## src/rtl/fp_mult_pipe.sv

```systemverilog
// Parametrised 3-stage floating-point multiplier (default IEEE-754 single precision).
// Valid/ready handshake, round-to-nearest-even, flush-to-zero, {invalid, overflow, underflow}.
module fp_mult_pipe #(
    parameter int unsigned EXP_W = 8,
    parameter int unsigned MAN_W = 23
) (
    input  logic                 clock,
    input  logic                 resetn,
    input  logic                 in_valid,
    output logic                 in_ready,
    input  logic [EXP_W+MAN_W:0] dataa,
    input  logic [EXP_W+MAN_W:0] datab,
    output logic                 out_valid,
    input  logic                 out_ready,
    output logic [EXP_W+MAN_W:0] result,
    output logic [2:0]           flags
);
    localparam int unsigned W  = 1 + EXP_W + MAN_W;
    localparam int unsigned EW = EXP_W + 2;
    localparam int unsigned SW = MAN_W + 1;
    localparam int unsigned PW = 2 * MAN_W + 2;
    localparam logic signed [EW-1:0] BIAS = EW'((1 << (EXP_W - 1)) - 1);
    localparam logic signed [EW-1:0] EMAX = EW'((1 << EXP_W) - 1);
    localparam logic [W-1:0] QNAN = {1'b0, {EXP_W{1'b1}}, 1'b1, {(MAN_W - 1){1'b0}}};

    typedef enum logic [1:0] {KNorm, KZero, KInf, KNan} kind_e;

    logic                 en;
    logic                 v1_q, v1_d, s1_q, s1_d, inv1_q, inv1_d;
    kind_e                k1_q, k1_d;
    logic signed [EW-1:0] e1_q, e1_d;
    logic [SW-1:0]        ma1_q, ma1_d, mb1_q, mb1_d;
    logic                 v2_q, v2_d, s2_q, s2_d, inv2_q, inv2_d;
    kind_e                k2_q, k2_d;
    logic signed [EW-1:0] e2_q, e2_d;
    logic [PW-1:0]        p2_q, p2_d;
    logic                 v3_q, v3_d;
    logic [W-1:0]         res_q, res_d;
    logic [2:0]           flg_q, flg_d;

    // One global enable: the whole pipe advances or the whole pipe holds.
    assign en        = !v3_q || out_ready;
    assign in_ready  = en;
    assign out_valid = v3_q;
    assign result    = res_q;
    assign flags     = flg_q;

    logic             sa, sb;
    logic [EXP_W-1:0] ea, eb;
    logic [MAN_W-1:0] fa, fb;
    logic             za, zb, ia, ib, na, nb, inv_in;
    kind_e            kind_in;

    assign {sa, ea, fa} = dataa;
    assign {sb, eb, fb} = datab;

    always_comb begin
        za      = (ea == '0);
        zb      = (eb == '0);
        ia      = (ea == '1) && (fa == '0);
        ib      = (eb == '1) && (fb == '0);
        na      = (ea == '1) && (fa != '0);
        nb      = (eb == '1) && (fb != '0);
        inv_in  = (ia && zb) || (za && ib);
        kind_in = KNorm;
        if (na || nb || inv_in) kind_in = KNan;
        else if (ia || ib)      kind_in = KInf;
        else if (za || zb)      kind_in = KZero;
    end

    logic [PW-2:0]        pn;
    logic [SW:0]          sig;
    logic                 guard, sticky, inc, carry;
    logic signed [EW-1:0] e3;
    logic [MAN_W-1:0]     frac3;
    logic [W-1:0]         res_n;
    logic [2:0]           flg_n;

    // Normalise so the hidden bit sits at pn[2*MAN_W]; a bit shifted out joins sticky.
    always_comb begin
        pn     = p2_q[PW-1] ? p2_q[PW-1:1] : p2_q[PW-2:0];
        guard  = pn[MAN_W-1];
        sticky = (|pn[MAN_W-2:0]) || (p2_q[PW-1] && p2_q[0]);
        inc    = guard && (sticky || pn[MAN_W]);
        sig    = {1'b0, pn[PW-2 -: SW]} + (SW + 1)'(inc);
        carry  = sig[SW];
        frac3  = carry ? sig[SW-1:1] : sig[SW-2:0];
        e3     = e2_q + $signed(EW'(p2_q[PW-1])) + $signed(EW'(carry));
        res_n  = '0;
        flg_n  = '0;
        case (k2_q)
            KNan: begin
                res_n = QNAN;
                flg_n = {inv2_q, 2'b00};
            end
            KInf:  res_n = {s2_q, {EXP_W{1'b1}}, {MAN_W{1'b0}}};
            KZero: res_n = {s2_q, {(W - 1){1'b0}}};
            default: begin
                if (e3 >= EMAX) begin
                    res_n = {s2_q, {EXP_W{1'b1}}, {MAN_W{1'b0}}};
                    flg_n = 3'b010;
                end else if (e3 <= 0) begin
                    res_n = {s2_q, {(W - 1){1'b0}}};
                    flg_n = 3'b001;
                end else begin
                    res_n = {s2_q, e3[EXP_W-1:0], frac3};
                end
            end
        endcase
    end

    always_comb begin
        v1_d   = v1_q;
        s1_d   = s1_q;
        inv1_d = inv1_q;
        k1_d   = k1_q;
        e1_d   = e1_q;
        ma1_d  = ma1_q;
        mb1_d  = mb1_q;
        v2_d   = v2_q;
        s2_d   = s2_q;
        inv2_d = inv2_q;
        k2_d   = k2_q;
        e2_d   = e2_q;
        p2_d   = p2_q;
        v3_d   = v3_q;
        res_d  = res_q;
        flg_d  = flg_q;
        if (en) begin
            v1_d   = in_valid;
            s1_d   = sa ^ sb;
            inv1_d = inv_in;
            k1_d   = kind_in;
            e1_d   = $signed(EW'(ea)) + $signed(EW'(eb)) - BIAS;
            ma1_d  = {1'b1, fa};
            mb1_d  = {1'b1, fb};
            v2_d   = v1_q;
            s2_d   = s1_q;
            inv2_d = inv1_q;
            k2_d   = k1_q;
            e2_d   = e1_q;
            p2_d   = PW'(ma1_q) * PW'(mb1_q);
            v3_d   = v2_q;
            // Bubbles load zeros so result/flags read 0 whenever nothing is valid.
            res_d  = v2_q ? res_n : '0;
            flg_d  = v2_q ? flg_n : '0;
        end
    end

    always_ff @(posedge clock or negedge resetn) begin
        if (!resetn) begin
            v1_q   <= 1'b0;
            s1_q   <= 1'b0;
            inv1_q <= 1'b0;
            k1_q   <= KNorm;
            e1_q   <= '0;
            ma1_q  <= '0;
            mb1_q  <= '0;
            v2_q   <= 1'b0;
            s2_q   <= 1'b0;
            inv2_q <= 1'b0;
            k2_q   <= KNorm;
            e2_q   <= '0;
            p2_q   <= '0;
            v3_q   <= 1'b0;
            res_q  <= '0;
            flg_q  <= '0;
        end else begin
            v1_q   <= v1_d;
            s1_q   <= s1_d;
            inv1_q <= inv1_d;
            k1_q   <= k1_d;
            e1_q   <= e1_d;
            ma1_q  <= ma1_d;
            mb1_q  <= mb1_d;
            v2_q   <= v2_d;
            s2_q   <= s2_d;
            inv2_q <= inv2_d;
            k2_q   <= k2_d;
            e2_q   <= e2_d;
            p2_q   <= p2_d;
            v3_q   <= v3_d;
            res_q  <= res_d;
            flg_q  <= flg_d;
        end
    end

endmodule

```

## config.mk

```make
export PLATFORM = sky130hd
export DESIGN_NAME = fp_mult_pipe
export DESIGN_NICKNAME = d
export VERILOG_FILES = /design/src/rtl/fp_mult_pipe.sv
export SDC_FILE = /design/constraint.sdc
export NUM_CORES = 2
export LEC_CHECK = 0
export ABC_AREA = 1
export CORE_AREA = 2 2 207 412
export DETAILED_ROUTE_END_ITERATION = 10
export DIE_AREA = 0 0 209 414
export SYNTH_ARGS = -nofsm -noshare
export SYNTH_HDL_FRONTEND = slang
export SYNTH_SLANG_ARGS = --single-unit
```

## constraint.sdc

```tcl
create_clock -name clock -period 9.5 [get_ports clock]
set_input_delay 1.425 -clock clock [delete_from_list [all_inputs] [get_ports clock]]
set_output_delay 1.425 -clock clock [all_outputs]
set_load 0.02 [all_outputs]
```

==> impl_results.md <==
- Relative slew slack: 18.35%
- Synth Cell Area: 28860 um^2
- Area leader, netlist: fa_1
- Crit path max fanout: 25
- Residual DRC: 0
- GRT overflow: 0
- Period utilisation layout: 78.60%
- Worst-Skew Late Latency: 0.51 ns
- Worst setup SP type: flop
- Critical path class: flop to flop
- Largest net degree at the start of global routing: 89
- Initial antenna violation count: 0
- CTS tree: yes
- Clock tree buffer depth: 2
- # rows: 150
- Max Slew Vio Count: 0
- Dpl hpwl: 72890 um
- Status: finished, final reports clean
- Number of max-cap violations: 0
- First-pass GRT wire length: 140900 um
- Syn. warnings: 0
- Mean Syn Cell Area: 7.283 um^2
- Vias: 23881
- Main synth FF type: dfrtp_1
- WP data arrival: 7.80 ns
- Starting Density: 34.56%
- Yosys cell types: 40
- Skew final: 0.02153 ns
- Drt first pass iters: 7
- CTS root buf: clkbuf_16
- Min-delay worst type: flop to flop
- Area growth from synthesis to layout: 8.592%
- Least-Margin Pin Slew: 1.225 ns
- # H-tree levels: 4
- Post-layout min period: 7.467 ns
- Max Fclk: 133.9 MHz
- Setup_tns: 0 ns
- Critical Path RT: 9.84 ns
- Post-cts sizing count: 0
- Mapped Nets: 4706
- # clock sinks: 161
- Antenna Nets Post-Route: 0
- WL/cell: 17.49 um
- Layout Nets: 4682
- Most frequent cells in the layout: nand2_1, inv_1, fa_1, ha_1, nor2_1
- Clk pin slew, worst setup/hold paths: 0.09 ns
- All-layer global routing usage: 21.24%
- Setup bufs post-CTS: 0
- Drt total wl: 87720 um
- I/O Buffers: 104
- Final Hold Viols: 0
- Layout cells sized above 1: 3.264%
- Via/cell ratio: 4.761
- Die Height: 414 um
- RSZ-0062 raised after global routing: false
- Most common cell after layout, fill and taps aside: nand2_1
- RePlAce Congestion: 0.9408
- Sequential-to-total area share from yosys stat: 13.96%
- CP endpoint kind: flop
- Asr flop ratio synth: 100.0%
- Die W: 209 um
- Hold_buf cts: 0
- Vias in the first global route: 25983
- Die area: 86530 um^2
- Setup violations, final: 0
- Core area: 83520 um^2
- TritonCTS buffer count: 17
- Yosys top cell area share: 33.57%
- Mapped Cells: 3963
- Synth area leaders: fa_1, nand2_1, dfrtp_1
- I/O pins: 105
- EDFF count, synth: 0
- Yosys reg bits: 161
- Initial DRC count: 1010
- Diodes inserted: 0
## routing by layer
metal | GRT usage, % | share of wire, %
met1 | 21.94 | 35
met2 | 40.74 | 55
met3 | 2.340 | 3.6
met4 | 12.49 | 6.3
met5 | 0 | 0
## path summary, 6_finish.rpt
check / from / to / slack [ns] / depth (start not counted)
min in group asynchronous: resetn / p2_q[10] / 0.87 / 1
setup reg to reg: ma1_q[10] / p2_q[24] / 2.03 / 21
max in group asynchronous: resetn / p2_q[47] / 7.31 / 2
setup / recovery: ma1_q[10] / p2_q[24] / 2.03 / 21
hold / removal: e1_q[2] / e2_q[2] / 0.48 / 2
hold reg to reg: e1_q[2] / e2_q[2] / 0.48 / 2
## Yosys cell counts, types with 13 or more instances
| cell | n |
|---|---|
| xnor2_1 | 17 |
| o21bai_1 | 13 |
| o21ai_1 | 15 |
| nand2_2 | 20 |
| ha_1 | 191 |
| nand4_1 | 28 |
| nand2_1 | 1306 |
| nor2_1 | 185 |
| fa_1 | 484 |
| clkbuf_1 | 168 |
| dfrtp_1 | 161 |
| nor3_1 | 15 |
| o21ai_0 | 98 |
| nand3_1 | 93 |
| a21oi_1 | 63 |
| inv_1 | 1010 |
## sequential cells by signal, indices dropped and copies added (netlist names)
signal	flops
e1_q	10
result	32
k2_q	2
s1_q	1
e2_q	10
v1_q	1
inv2_q	1
inv1_q	1
ma1_q	24
k1_q	2
p2_q	48
mb1_q	23
out_valid	1
flags	3
s2_q	1
v2_q	1
## stage by stage
| step | util [%] | setup slack (ns) | hold WS (ns) | std cells | area (um^2) |
|---|---|---|---|---|---|
| after detailed placement | 36.82 | 2.110 | 0.4603 | 4984 | 30750 |
| final | 37.53 | 2.033 | 0.4765 | 5016 | 31340 |
| after CTS | 37.53 | 2.072 | 0.4813 | 5016 | 31340 |
| after global placement | 36.82 | 2.075 | 0.4555 | 4984 | 30750 |
| after global routing | 37.53 | 1.794 | 0.5016 | 5016 | 31340 |
| after floorplan | - | 3.347 | 0.4317 | 3963 | 28860 |
## worst max-delay path, stage by stage, from the launching register on
cell and delay [ns]:
dfrtp_1 1.11, nand2_1 0.19, fa_1 0.56, fa_1 0.55, inv_1 0.06, fa_1 0.50
inv_1 0.06, fa_1 0.55, inv_1 0.05, fa_1 0.45, fa_1 0.49, inv_1 0.07
fa_1 0.49, inv_1 0.05, ha_1 0.34, a21oi_1 0.21, o21ai_0 0.23, a21oi_1 0.37
nand3_1 0.34, or2_2 0.37, nand3_1 0.11, o21ai_0 0.12
## logic make-up (layout without fill, tap and decap cells)
family	count (synthesis)	after routing	synth area share [%]
fa+ha+maj	675	675	41.85
simple gates	1689	1689	23.44
buf+inv	1199	1188	15.92
xor+xnor	28	28	0.8496
compound gates	211	211	3.979
flops	161	161	13.96
## area by class of cell
type                            count  area, um^2
Multi-Input combinational cell   2603       20250
Fill cell                        8774       52170
Clock buffer                       17       425.4
Tap cell                         1064        1331
Inverter                         1014        3816
Timing Repair Buffer              142        1328
Clock inverter                     15       166.4
Sequential cell                   161        4030
Power is not shown: default switching activity piles up to over one toggle a cycle in this logic, so the estimate is an artifact.
